$ cat config.mk
export PLATFORM = sky130hd
export DESIGN_NAME = load_store_unit
export DESIGN_NICKNAME = d
export VERILOG_FILES = /design/src/rtl/lsu_pkg.sv /design/src/rtl/lsu_align.sv /design/src/rtl/load_store_unit.sv
export SDC_FILE = /design/constraint.sdc
export NUM_CORES = 1
export LEC_CHECK = 0
export ABC_AREA = 1
export BUFFER_PORTS_ARGS = -buffer_cell sky130_fd_sc_hd__buf_2
export CAP_MARGIN = 20
export CORE_MARGIN = 2
export CORE_UTILIZATION = 30
export DETAILED_ROUTE_END_ITERATION = 10
export HOLD_SLACK_MARGIN = 0.15
export SYNTH_ARGS = -nofsm -noshare
export SYNTH_HDL_FRONTEND = slang
export SYNTH_HIERARCHICAL = 1
export SYNTH_SLANG_ARGS = --single-unit
export TNS_END_PERCENT = 30
$ cat constraint.sdc
create_clock -name clk -period 3 [get_ports clk]
set_input_delay 0.3 -clock clk [delete_from_list [all_inputs] [get_ports clk]]
set_output_delay 0.3 -clock clk [all_outputs]
set_load 0.05 [all_outputs]
$ cat src/rtl/lsu_pkg.sv
// -----------------------------------------------------------------------------
// lsu_pkg
//   Shared constants for the RV32I load/store unit:
//     - LSU_XLEN                : data bus width (32)
//     - SIZE_B / SIZE_H / SIZE_W: req_size encodings (2'b11 is illegal)
//     - lsu_state_t + ST_*      : FSM state encoding (IDLE, REQ, WAIT)
//     - lsu_misaligned()        : natural-alignment test for a size/offset pair
// -----------------------------------------------------------------------------
package lsu_pkg;

    localparam int unsigned LSU_XLEN = 32;

    localparam logic [1:0] SIZE_B       = 2'b00;
    localparam logic [1:0] SIZE_H       = 2'b01;
    localparam logic [1:0] SIZE_W       = 2'b10;
    localparam logic [1:0] SIZE_ILLEGAL = 2'b11;

    typedef logic [1:0] lsu_state_t;

    localparam lsu_state_t ST_IDLE = 2'd0;
    localparam lsu_state_t ST_REQ  = 2'd1;
    localparam lsu_state_t ST_WAIT = 2'd2;

    // True when the access does not sit on its natural boundary.
    function automatic logic lsu_misaligned(input logic [1:0] size,
                                            input logic [1:0] offset);
        return ((size == SIZE_H) && offset[0]) ||
               ((size == SIZE_W) && (offset != 2'b00));
    endfunction

endpackage

$ cat src/rtl/lsu_align.sv
// -----------------------------------------------------------------------------
// lsu_align
//   Combinational lane steering for the load/store unit.
//   The lane offset is truncated to natural alignment (half uses addr[1] only,
//   word always uses lane 0); misaligned requests are filtered upstream when
//   alignment checking is built in.
//   Ports:
//     size_i        access size (SIZE_B/H/W, 2'b11 illegal)
//     offset_i      byte offset addr[1:0]
//     is_unsigned_i zero-extend (LBU/LHU) instead of sign-extend
//     wdata_i       raw store data (rs2)
//     rdata_i       raw read data word from the bus
//     be_o          byte enables
//     wdata_o       lane-replicated store data
//     rdata_o       extracted and extended load data
// -----------------------------------------------------------------------------
module lsu_align
    import lsu_pkg::*;
(
    input  logic [1:0]          size_i,
    input  logic [1:0]          offset_i,
    input  logic                is_unsigned_i,
    input  logic [LSU_XLEN-1:0] wdata_i,
    input  logic [LSU_XLEN-1:0] rdata_i,
    output logic [3:0]          be_o,
    output logic [LSU_XLEN-1:0] wdata_o,
    output logic [LSU_XLEN-1:0] rdata_o
);

    logic [1:0]          eff_off;
    logic [LSU_XLEN-1:0] shifted;

    // NOTE: every output of a combinational block gets a default first, so no
    // path through the case statement can leave a value held (a latch).
    always_comb begin
        eff_off = 2'b00;
        be_o    = 4'b0000;
        wdata_o = '0;
        unique case (size_i)
            SIZE_B: begin
                eff_off = offset_i;
                be_o    = 4'b0001 << offset_i;
                wdata_o = {4{wdata_i[7:0]}};
            end
            SIZE_H: begin
                eff_off = {offset_i[1], 1'b0};
                be_o    = 4'b0011 << {offset_i[1], 1'b0};
                wdata_o = {2{wdata_i[15:0]}};
            end
            SIZE_W: begin
                eff_off = 2'b00;
                be_o    = 4'b1111;
                wdata_o = wdata_i;
            end
            default: begin
                eff_off = 2'b00;
                be_o    = 4'b0000;
                wdata_o = '0;
            end
        endcase
    end

    // Move the addressed lane down to bit 0 before extension.
    assign shifted = rdata_i >> {eff_off, 3'b000};

    always_comb begin
        rdata_o = rdata_i;
        unique case (size_i)
            SIZE_B:  rdata_o = is_unsigned_i ? {24'h0, shifted[7:0]}
                                             : {{24{shifted[7]}}, shifted[7:0]};
            SIZE_H:  rdata_o = is_unsigned_i ? {16'h0, shifted[15:0]}
                                             : {{16{shifted[15]}}, shifted[15:0]};
            default: rdata_o = rdata_i;
        endcase
    end

endmodule

$ cat src/rtl/load_store_unit.sv
// -----------------------------------------------------------------------------
// load_store_unit
//   Executes RV32I loads/stores between the execute stage and the register
//   file over a req/gnt/rvalid data-memory port.
//   Build option: define LSU_MISALIGN_CHECK_EN to reject misaligned half/word
//   accesses with err; otherwise the offset is truncated to natural alignment.
//   Parameter:
//     TIMEOUT_CYCLES  cycles allowed in REQ or WAIT before aborting (0 = off)
//   Ports:
//     clk, rst_n                 clock, synchronous active-low reset
//     req_valid/req_ready        op handshake from the core (ready = idle)
//     req_we/size/unsigned/addr/wdata/rd   the op itself
//     mem_req/gnt/addr/we/be/wdata/rvalid/rdata   data-memory port
//     wb_en/wb_addr/wb_data      register-file write-back (one-cycle strobe)
//     done/err                   completion / abort pulses
// -----------------------------------------------------------------------------
module load_store_unit
    import lsu_pkg::*;
#(
    parameter int unsigned TIMEOUT_CYCLES = 255
) (
    input  logic        clk,
    input  logic        rst_n,
    input  logic        req_valid,
    output logic        req_ready,
    input  logic        req_we,
    input  logic [1:0]  req_size,
    input  logic        req_unsigned,
    input  logic [31:0] req_addr,
    input  logic [31:0] req_wdata,
    input  logic [4:0]  req_rd,
    output logic        mem_req,
    input  logic        mem_gnt,
    output logic [31:0] mem_addr,
    output logic        mem_we,
    output logic [3:0]  mem_be,
    output logic [31:0] mem_wdata,
    input  logic        mem_rvalid,
    input  logic [31:0] mem_rdata,
    output logic        wb_en,
    output logic [4:0]  wb_addr,
    output logic [31:0] wb_data,
    output logic        done,
    output logic        err
);

    localparam logic [15:0] TIMEOUT_LIMIT = TIMEOUT_CYCLES[15:0];

    lsu_state_t  state_q, state_d;
    logic [15:0] cnt_q, cnt_d;

    // Captured request.
    logic        we_q;
    logic [1:0]  size_q;
    logic        unsigned_q;
    logic [31:0] addr_q;
    logic [31:0] wdata_q;
    logic [4:0]  rd_q;

    logic        done_q, done_d;
    logic        err_q, err_d;
    logic        wb_en_q, wb_en_d;
    logic [4:0]  wb_addr_q, wb_addr_d;
    logic [31:0] wb_data_q, wb_data_d;

    logic        accept;
    logic        misaligned;
    logic        reject;
    logic        timeout_hit;
    logic [3:0]  be;
    logic [31:0] wdata_rep;
    logic [31:0] load_data;

`ifdef LSU_MISALIGN_CHECK_EN
    assign misaligned = lsu_misaligned(req_size, req_addr[1:0]);
`else
    assign misaligned = 1'b0;
`endif

    assign accept = (state_q == ST_IDLE) && req_valid;
    assign reject = (req_size == SIZE_ILLEGAL) || misaligned;

    // cnt_q counts whole cycles spent in the current state without the awaited
    // event; the abort fires at the end of cycle number TIMEOUT_CYCLES.
    assign timeout_hit = (TIMEOUT_LIMIT != 16'd0) &&
                         (cnt_q == TIMEOUT_LIMIT - 16'd1);

    lsu_align u_align (
        .size_i        (size_q),
        .offset_i      (addr_q[1:0]),
        .is_unsigned_i (unsigned_q),
        .wdata_i       (wdata_q),
        .rdata_i       (mem_rdata),
        .be_o          (be),
        .wdata_o       (wdata_rep),
        .rdata_o       (load_data)
    );

    always_comb begin
        state_d   = state_q;
        cnt_d     = cnt_q;
        done_d    = 1'b0;
        err_d     = 1'b0;
        wb_en_d   = 1'b0;
        wb_addr_d = wb_addr_q;
        wb_data_d = wb_data_q;
        unique case (state_q)
            ST_IDLE: begin
                if (accept) begin
                    if (reject) begin
                        err_d = 1'b1;
                    end else begin
                        state_d = ST_REQ;
                        cnt_d   = 16'd0;
                    end
                end
            end
            ST_REQ: begin
                if (mem_gnt) begin
                    if (we_q) begin
                        state_d = ST_IDLE;
                        done_d  = 1'b1;
                    end else begin
                        state_d = ST_WAIT;
                        cnt_d   = 16'd0;
                    end
                end else if (timeout_hit) begin
                    state_d = ST_IDLE;
                    err_d   = 1'b1;
                end else begin
                    cnt_d = cnt_q + 16'd1;
                end
            end
            ST_WAIT: begin
                if (mem_rvalid) begin
                    state_d = ST_IDLE;
                    done_d  = 1'b1;
                    // x0 is hardwired to zero: complete the op, skip the write.
                    if (rd_q != 5'd0) begin
                        wb_en_d   = 1'b1;
                        wb_addr_d = rd_q;
                        wb_data_d = load_data;
                    end
                end else if (timeout_hit) begin
                    state_d = ST_IDLE;
                    err_d   = 1'b1;
                end else begin
                    cnt_d = cnt_q + 16'd1;
                end
            end
            default: state_d = ST_IDLE;
        endcase
    end

    // NOTE: sequential state uses non-blocking assignments so every register
    // samples its pre-edge value regardless of statement order.
    always_ff @(posedge clk) begin
        if (!rst_n) begin
            state_q    <= ST_IDLE;
            cnt_q      <= 16'd0;
            we_q       <= 1'b0;
            size_q     <= SIZE_B;
            unsigned_q <= 1'b0;
            addr_q     <= 32'h0;
            wdata_q    <= 32'h0;
            rd_q       <= 5'd0;
            done_q     <= 1'b0;
            err_q      <= 1'b0;
            wb_en_q    <= 1'b0;
            wb_addr_q  <= 5'd0;
            wb_data_q  <= 32'h0;
        end else begin
            state_q   <= state_d;
            cnt_q     <= cnt_d;
            done_q    <= done_d;
            err_q     <= err_d;
            wb_en_q   <= wb_en_d;
            wb_addr_q <= wb_addr_d;
            wb_data_q <= wb_data_d;
            if (accept) begin
                we_q       <= req_we;
                size_q     <= req_size;
                unsigned_q <= req_unsigned;
                addr_q     <= req_addr;
                wdata_q    <= req_wdata;
                rd_q       <= req_rd;
            end
        end
    end

    // Bus fields are forced to zero outside REQ so the port is quiet when idle.
    assign req_ready = (state_q == ST_IDLE);
    assign mem_req   = (state_q == ST_REQ);
    assign mem_addr  = mem_req ? {addr_q[31:2], 2'b00} : 32'h0;
    assign mem_we    = mem_req & we_q;
    assign mem_be    = mem_req ? be : 4'b0000;
    assign mem_wdata = (mem_req && we_q) ? wdata_rep : 32'h0;

    assign wb_en   = wb_en_q;
    assign wb_addr = wb_addr_q;
    assign wb_data = wb_data_q;
    assign done    = done_q;
    assign err     = err_q;

endmodule

==> results of run 1 <==
synthesized netlist by cell type (all sizes together) (2+ instances only):
cell type,instances,area share
o21ai,139,0.099
nand3,84,0.080
nand2,194,0.11
dfxtp,131,0.37
nor2,297,0.17
o21bai,3,0.0037
nor3,7,0.0064
o211ai,4,0.0050
nand4,3,0.0027
ha,6,0.011
a211oi,2,0.0021
a21oi,19,0.016
clkbuf,32,0.017
buf,31,0.031
inv,134,0.071
how the worst min path moves through the flow:
stage / to / start
floorplan: wb_addr[2]$_SDFFE_PN0P_ / rd_q[2]$_SDFFE_PN0N_
global placement: wb_data[4]$_SDFFE_PN0P_ / wb_data[4]$_SDFFE_PN0P_
detailed placement: wb_data[3]$_SDFFE_PN0P_ / wb_data[3]$_SDFFE_PN0P_
CTS: wdata_q[14]$_SDFFE_PN0N_ / req_wdata[14]
global route: wdata_q[13]$_SDFFE_PN0N_ / req_wdata[13]
finish: wdata_q[12]$_SDFFE_PN0N_ / req_wdata[12]
where the power goes:
group / switching, mW / leakage [nW] / total [mW] / internal (mW)
clock network: 0.818 / 0.275 / 2.04 / 1.22
registers: 0.0811 / 1.07 / 1.93 / 1.85
logic: 0.732 / 3.44 / 1.10 / 0.369
total: 1.63 / 4.79 / 5.07 / 3.44
per-layer routing:
metal | vias to the layer above | wire, um | part of all wire
li1 | 3889 | - | -
met1 | 3419 | 10600 | 0.47
met2 | 226 | 10400 | 0.46
met3 | 29 | 1390 | 0.061
met4 | 2 | 323 | 0.014
met5 | - | 13 | 0.00057
critical path: stages (launching register included):
cell and delay, ns:
dfxtp_2 0.67, inv_2 0.13, nor2_2 0.47, buf_4 0.24, nand2_1 0.06, nand3_1 0.09
inv_1 0.04, nor2_1 0.11, buf_2 0.28
sequential cells by signal, summed over array words and instances, names as in the netlist:
register and flops:
addr_q 32, cnt_q 16, done 1, err 1, rd_q 5, size_q 2
state_q 2, unsigned_q 1, wb_addr 5, wb_data 32, wb_en 1, wdata_q 32
we_q 1
cell type report:
class | instances | area (sq um)
Clock buffer | 18 | 429
Inverter | 135 | 507
Multi-Input combinational cell | 767 | 3570
Tap cell | 319 | 399
Clock inverter | 13 | 139
Timing Repair Buffer | 289 | 1760
Sequential cell | 131 | 2620
Fill cell | 2533 | 13800
stage by stage:
step                      area, sq um  power, mW  utilization  cells  worst slack, ns
final                            9430       5.07        0.405   1672            0.172
after floorplan                  7040       2.73            -   1096            0.531
after global routing             9430       5.34        0.405   1672          0.00197
after CTS                        9430       5.13        0.405   1672            0.199
after global placement           8330       3.01        0.358   1588            0.668
after detailed placement         8330       3.02        0.358   1588            0.604
logic make-up (layout without fill, tap and decap cells):
logic type | after synthesis | after routing | synth area share
buffers and inverters | 198 | 455 | 0.120
adder cells (fa/ha/maj) | 6 | 6 | 0.0107
AO/OA/AOI/OAI | 171 | 171 | 0.130
AND/OR/NAND/NOR | 588 | 588 | 0.365
flip-flops | 131 | 131 | 0.373
other | 1 | 2 | 0.000533
==> out/results.tsv, run 1 <==
metric	value	unit
status	completed	
Max-cap violations	0	
Worst Tran Pin Value	0.563	ns
most frequent cells in the layout	nor2_1 (288), buf_2 (218), nand2_1 (187)	
Setup violations, final	0	
antenna violations before repair	1	
Congestion Overflow GR	0	
met1 usage	0.234	
period utilisation layout	0.943	
Critical Path Fanout Max	22	
CTS tree	yes	
#FFs+latches synth	131	
core area	23300	sq um
largest net degree at the start of global routing	42	
ant diodes	0	
Hold WC Path Type	input pin to register	
grt met3 use	0.0438	
RSZ-0062 raised after global routing	no	
Nets	1457	
worst setup path start	size_q[1]$_SDFFE_PN0N_	
number of synthesized flops with an enable pin	0	
Synthesis Warnings	6	
CP endpoint	mem_wdata[28]	
WS Path Type	register to output pin	
total CTS buffers	17	
synthesis-to-finish area growth	34.0	%
die footprint	24700	sq um
Die X	157	um
Tot GR Track Use	0.183	
CTS clk-pin slew, worst paths	0.06	ns
drt drc	0	
CP Capture Type	output pin	
worst hold margin	0.160	ns
H-Tree Depth	4	
post-route clock skew	0.0102	ns
drt first pass iters	7	
First DRT Iteration DRCs	435	
Synth Cell Area	7040	sq um
Syn Inst Count	1095	
hold path cells	3	
peak supply drop	0.310	mV
WL final	22700	um
vias per cell	4.52	
Top FF cell, synth	dfxtp_1	
vias in the first global route	7166	
met2 GRT Util	0.305	
global-route wire length before repair	35900	um
Initial Util	0.302	
Tmin final	2.83	ns
die height	157	um
Mapped Avg Cell Area	6.43	sq um
clock root cell	clkbuf_16	
Fin Setup TNS	0	ns
via count	7565	
IO buf count	218	
Critical Path RT	2.70	ns
Rows	56	
setup bufs post-CTS	0	
dpl hpwl	16300	um
Pwr per Cell Area	538	nW/um^2
Ports	221	
cts hold-fix bufs	53	
P_leak	4.79	nW
Routed Antenna Nets	0	
share of layout cells above drive strength 1	0.239	
reg-to-reg slack, setup	0.58	ns
fmax	354	MHz
sequential share of the synthesized area	0.373	
Unique masters post-synth	42	
Max Transition Viols Final	0	
Longest Clk Path Bufs	2	
Reg-to-Reg Start	size_q[1]$_SDFFE_PN0N_	
clk sinks	131	
R2R cell count	9	
most common cell after layout, fill and taps aside	nor2_1	
Startpoint Class	register	
crit path DAT	2.53	ns
worst skew pair latency	0.42	ns
placer congestion estimate	0.827	
RR Endpoint	wb_data[16]$_SDFFE_PN0P_	
Final Hold Vio Count	0	
Post-CTS Resized	0	
drt wl/cell	13.6	um
busiest layer in global routing	met2	
Slew HR	0.624	
Async SR Flop Fraction	0	
No activity file was read; power rests on OpenSTA's default activity.
==> run 2: changes to the inputs <==
--- a/config.mk
+++ b/config.mk
@@ -9,9 +9,10 @@
 export BUFFER_PORTS_ARGS = -buffer_cell sky130_fd_sc_hd__buf_2
 export CAP_MARGIN = 20
 export CORE_MARGIN = 2
-export CORE_UTILIZATION = 30
+export CORE_UTILIZATION = 56
 export DETAILED_ROUTE_END_ITERATION = 10
 export HOLD_SLACK_MARGIN = 0.15
+export PLACE_DENSITY = 0.86
 export SYNTH_ARGS = -nofsm -noshare
 export SYNTH_HDL_FRONTEND = slang
 export SYNTH_HIERARCHICAL = 1
==> out/results.tsv, run 2 (synthesized netlist as in run 1, its figures left out) <==
metric	value	unit	change
uppermost layer routed	met4		
Nets	1446		-0.75%
drt first pass iters	6		-1
Critical Path Fanout Max	14		-36%
period utilisation layout	0.918		-0.0244
dpl hpwl	13800	um	-15%
global-route wire length before repair	34400	um	-4.1%
routed wire length on met3	1710	um	+23%
CP Capture Type	output pin		
setup slack after layout	0.246	ns	+0.0731 ns
drt wl/cell	14.3	um	+5.5%
Tot GR Track Use	0.322		+0.139
vias in the first global route	7471		+4.3%
Post-Route M1 WL	8700	um	-18%
P_leak	4.74	nW	-1.0%
synthesis-to-finish area growth	30.0	%	
most common cell after layout, fill and taps aside	nor2_1		
Longest Clk Path Bufs	2		unchanged
antenna violations before repair	1		unchanged
CTS tree	yes		
reg-to-reg slack, setup	0.33	ns	-0.25 ns
clk sinks	131		unchanged
Area after DPL	8080	sq um	-3.0%
worst setup path start	size_q[1]$_SDFFE_PN0N_		
dpl ws	0.401	ns	-0.203 ns
largest net degree at the start of global routing	78		+86%
vias per cell	5.29		+17%
Setup violations, final	0		unchanged
Routed Antenna Nets	0		unchanged
FILL cells	973		-62%
worst skew pair latency	0.42	ns	about the same
Fin Setup TNS	0	ns	unchanged
most frequent cells in the layout	nor2_1 (288), buf_2 (218), nand2_1 (187)		
RSZ-0062 raised after global routing	no		
IO buf count	218		unchanged
Congestion Overflow GR	0		unchanged
share of layout cells above drive strength 1	0.233		-0.00663
clock root cell	clkbuf_16		
First DRT Iteration DRCs	790		+82%
Max-cap violations	0		unchanged
WL met2	10400	um	-0.23%
H-Tree Depth	4		unchanged
status	completed		
Startpoint Class	register		
Critical Path RT	2.70	ns	about the same
Die X	116	um	-26%
fmax	363	MHz	+2.7%
WS Path Type	register to output pin		
Worst Tran Pin Value	0.738	ns	+0.176 ns
RR Endpoint	wb_data[23]$_SDFFE_PN0P_		
Tmin final	2.75	ns	-0.0731 ns
Slew HR	0.507		-0.117
drt drc	0		unchanged
die height	116	um	-26%
WL final	21600	um	-4.8%
R2R cell count	8		-1
Reg-to-Reg Start	size_q[1]$_SDFFE_PN0N_		
Final Hold Vio Count	0		unchanged
Rows	40		-29%
Pwr per Cell Area	547	nW/um^2	+1.8%
Ports	221		unchanged
Max Transition Viols Final	0		unchanged
CTS clk-pin slew, worst paths	0.06	ns	about the same
peak supply drop	0.368	mV	+18%
post-route clock skew	0.00691	ns	-0.00334 ns
crit path DAT	2.45	ns	-0.08 ns
CP endpoint	mem_wdata[10]		
Hold WC Path Type	input pin to register		
placer congestion estimate	0.912		+10%
core area	12200	sq um	-48%
die footprint	13500	sq um	-45%
total CTS buffers	17		unchanged
via count	7990		+5.6%
cell area after layout	9150	sq um	-2.9%
Initial Util	0.578		+0.276
[run 2: changes by cell type in the layout (fill, tap and decap cells not counted), sizes merged, moves of 3 or more]
cell / delta
buf: -8
clkbuf: +7
dlygate4sd3: -3
clkinv: -7
[run 2: where the power goes]
| part | internal, mW | switching, mW | total [mW] |
|---|---|---|---|
| Clock | 1.25 | 0.722 | 1.98 |
| Sequential | 1.85 | 0.0929 | 1.94 |
| Combinational | 0.355 | 0.731 | 1.09 |
[run 2: how the worst min path moves through the flow]
stage,startpoint,end,slack (ns),cells after the start
finish,req_wdata[25],wdata_q[25]$_SDFFE_PN0N_,0.16,3
global route,req_addr[25],addr_q[25]$_SDFFE_PN0N_,0.16,3
CTS,req_addr[25],addr_q[25]$_SDFFE_PN0N_,0.15,3
detailed placement,rd_q[2]$_SDFFE_PN0N_,rd_q[2]$_SDFFE_PN0N_,0.46,2
global placement,rd_q[2]$_SDFFE_PN0N_,rd_q[2]$_SDFFE_PN0N_,0.46,2
floorplan,rd_q[2]$_SDFFE_PN0N_,wb_addr[2]$_SDFFE_PN0P_,0.44,2
[run 2: layout make-up]
type	count	area (sq um)	share of cell area
antenna	1	2.50	0.000274
inverter	135	507	0.0554
sequential	131	2620	0.287
timing repair buffer	278	1670	0.182
clock inverter	4	47.5	0.00520
multi-input combinational	767	3580	0.391
clock buffer	25	515	0.0563
tap	168	210	0.0230
[run 2: critical path, cell delays in order (launching register included)]
cell	delay, ns
dfxtp_1	0.77
inv_2	0.16
nand2_1	0.30
nand2_1	0.15
o21ai_0	0.20
inv_1	0.07
nor2_1	0.10
buf_2	0.27
[run 2: through the flow]
step | cells | utilization | power (mW) | hold slack [ns]
3_3_place_gp | 1429 | 0.664 | 2.95 | 0.458
6_report | 1509 | 0.752 | 5.01 | 0.158
5_1_grt | 1509 | 0.752 | 5.22 | 0.158
2_1_floorplan | 1096 | - | 2.73 | 0.443
3_5_place_dp | 1429 | 0.664 | 2.97 | 0.465
4_1_cts | 1508 | 0.752 | 4.99 | 0.150
[run 2: layer usage]
| layer | vias up | global-route usage |
|---|---|---|
| li1 | 3871 | - |
| met4 | 0 | 0.167 |
| met1 | 3619 | 0.382 |
| met3 | 81 | 0.0722 |
| met2 | 419 | 0.548 |
| met5 | - | 0 |
[run 2: repair_timing]
| action | 4_1_cts | 5_1_grt |
|---|---|---|
| setup buffers | 0 | 0 |
| hold buffers | 50 | 0 |
| endpoints found under the setup margin | 0 | 19 |
| endpoints found under the hold margin | 50 | 0 |
| gates resized for setup | 0 | 1 |
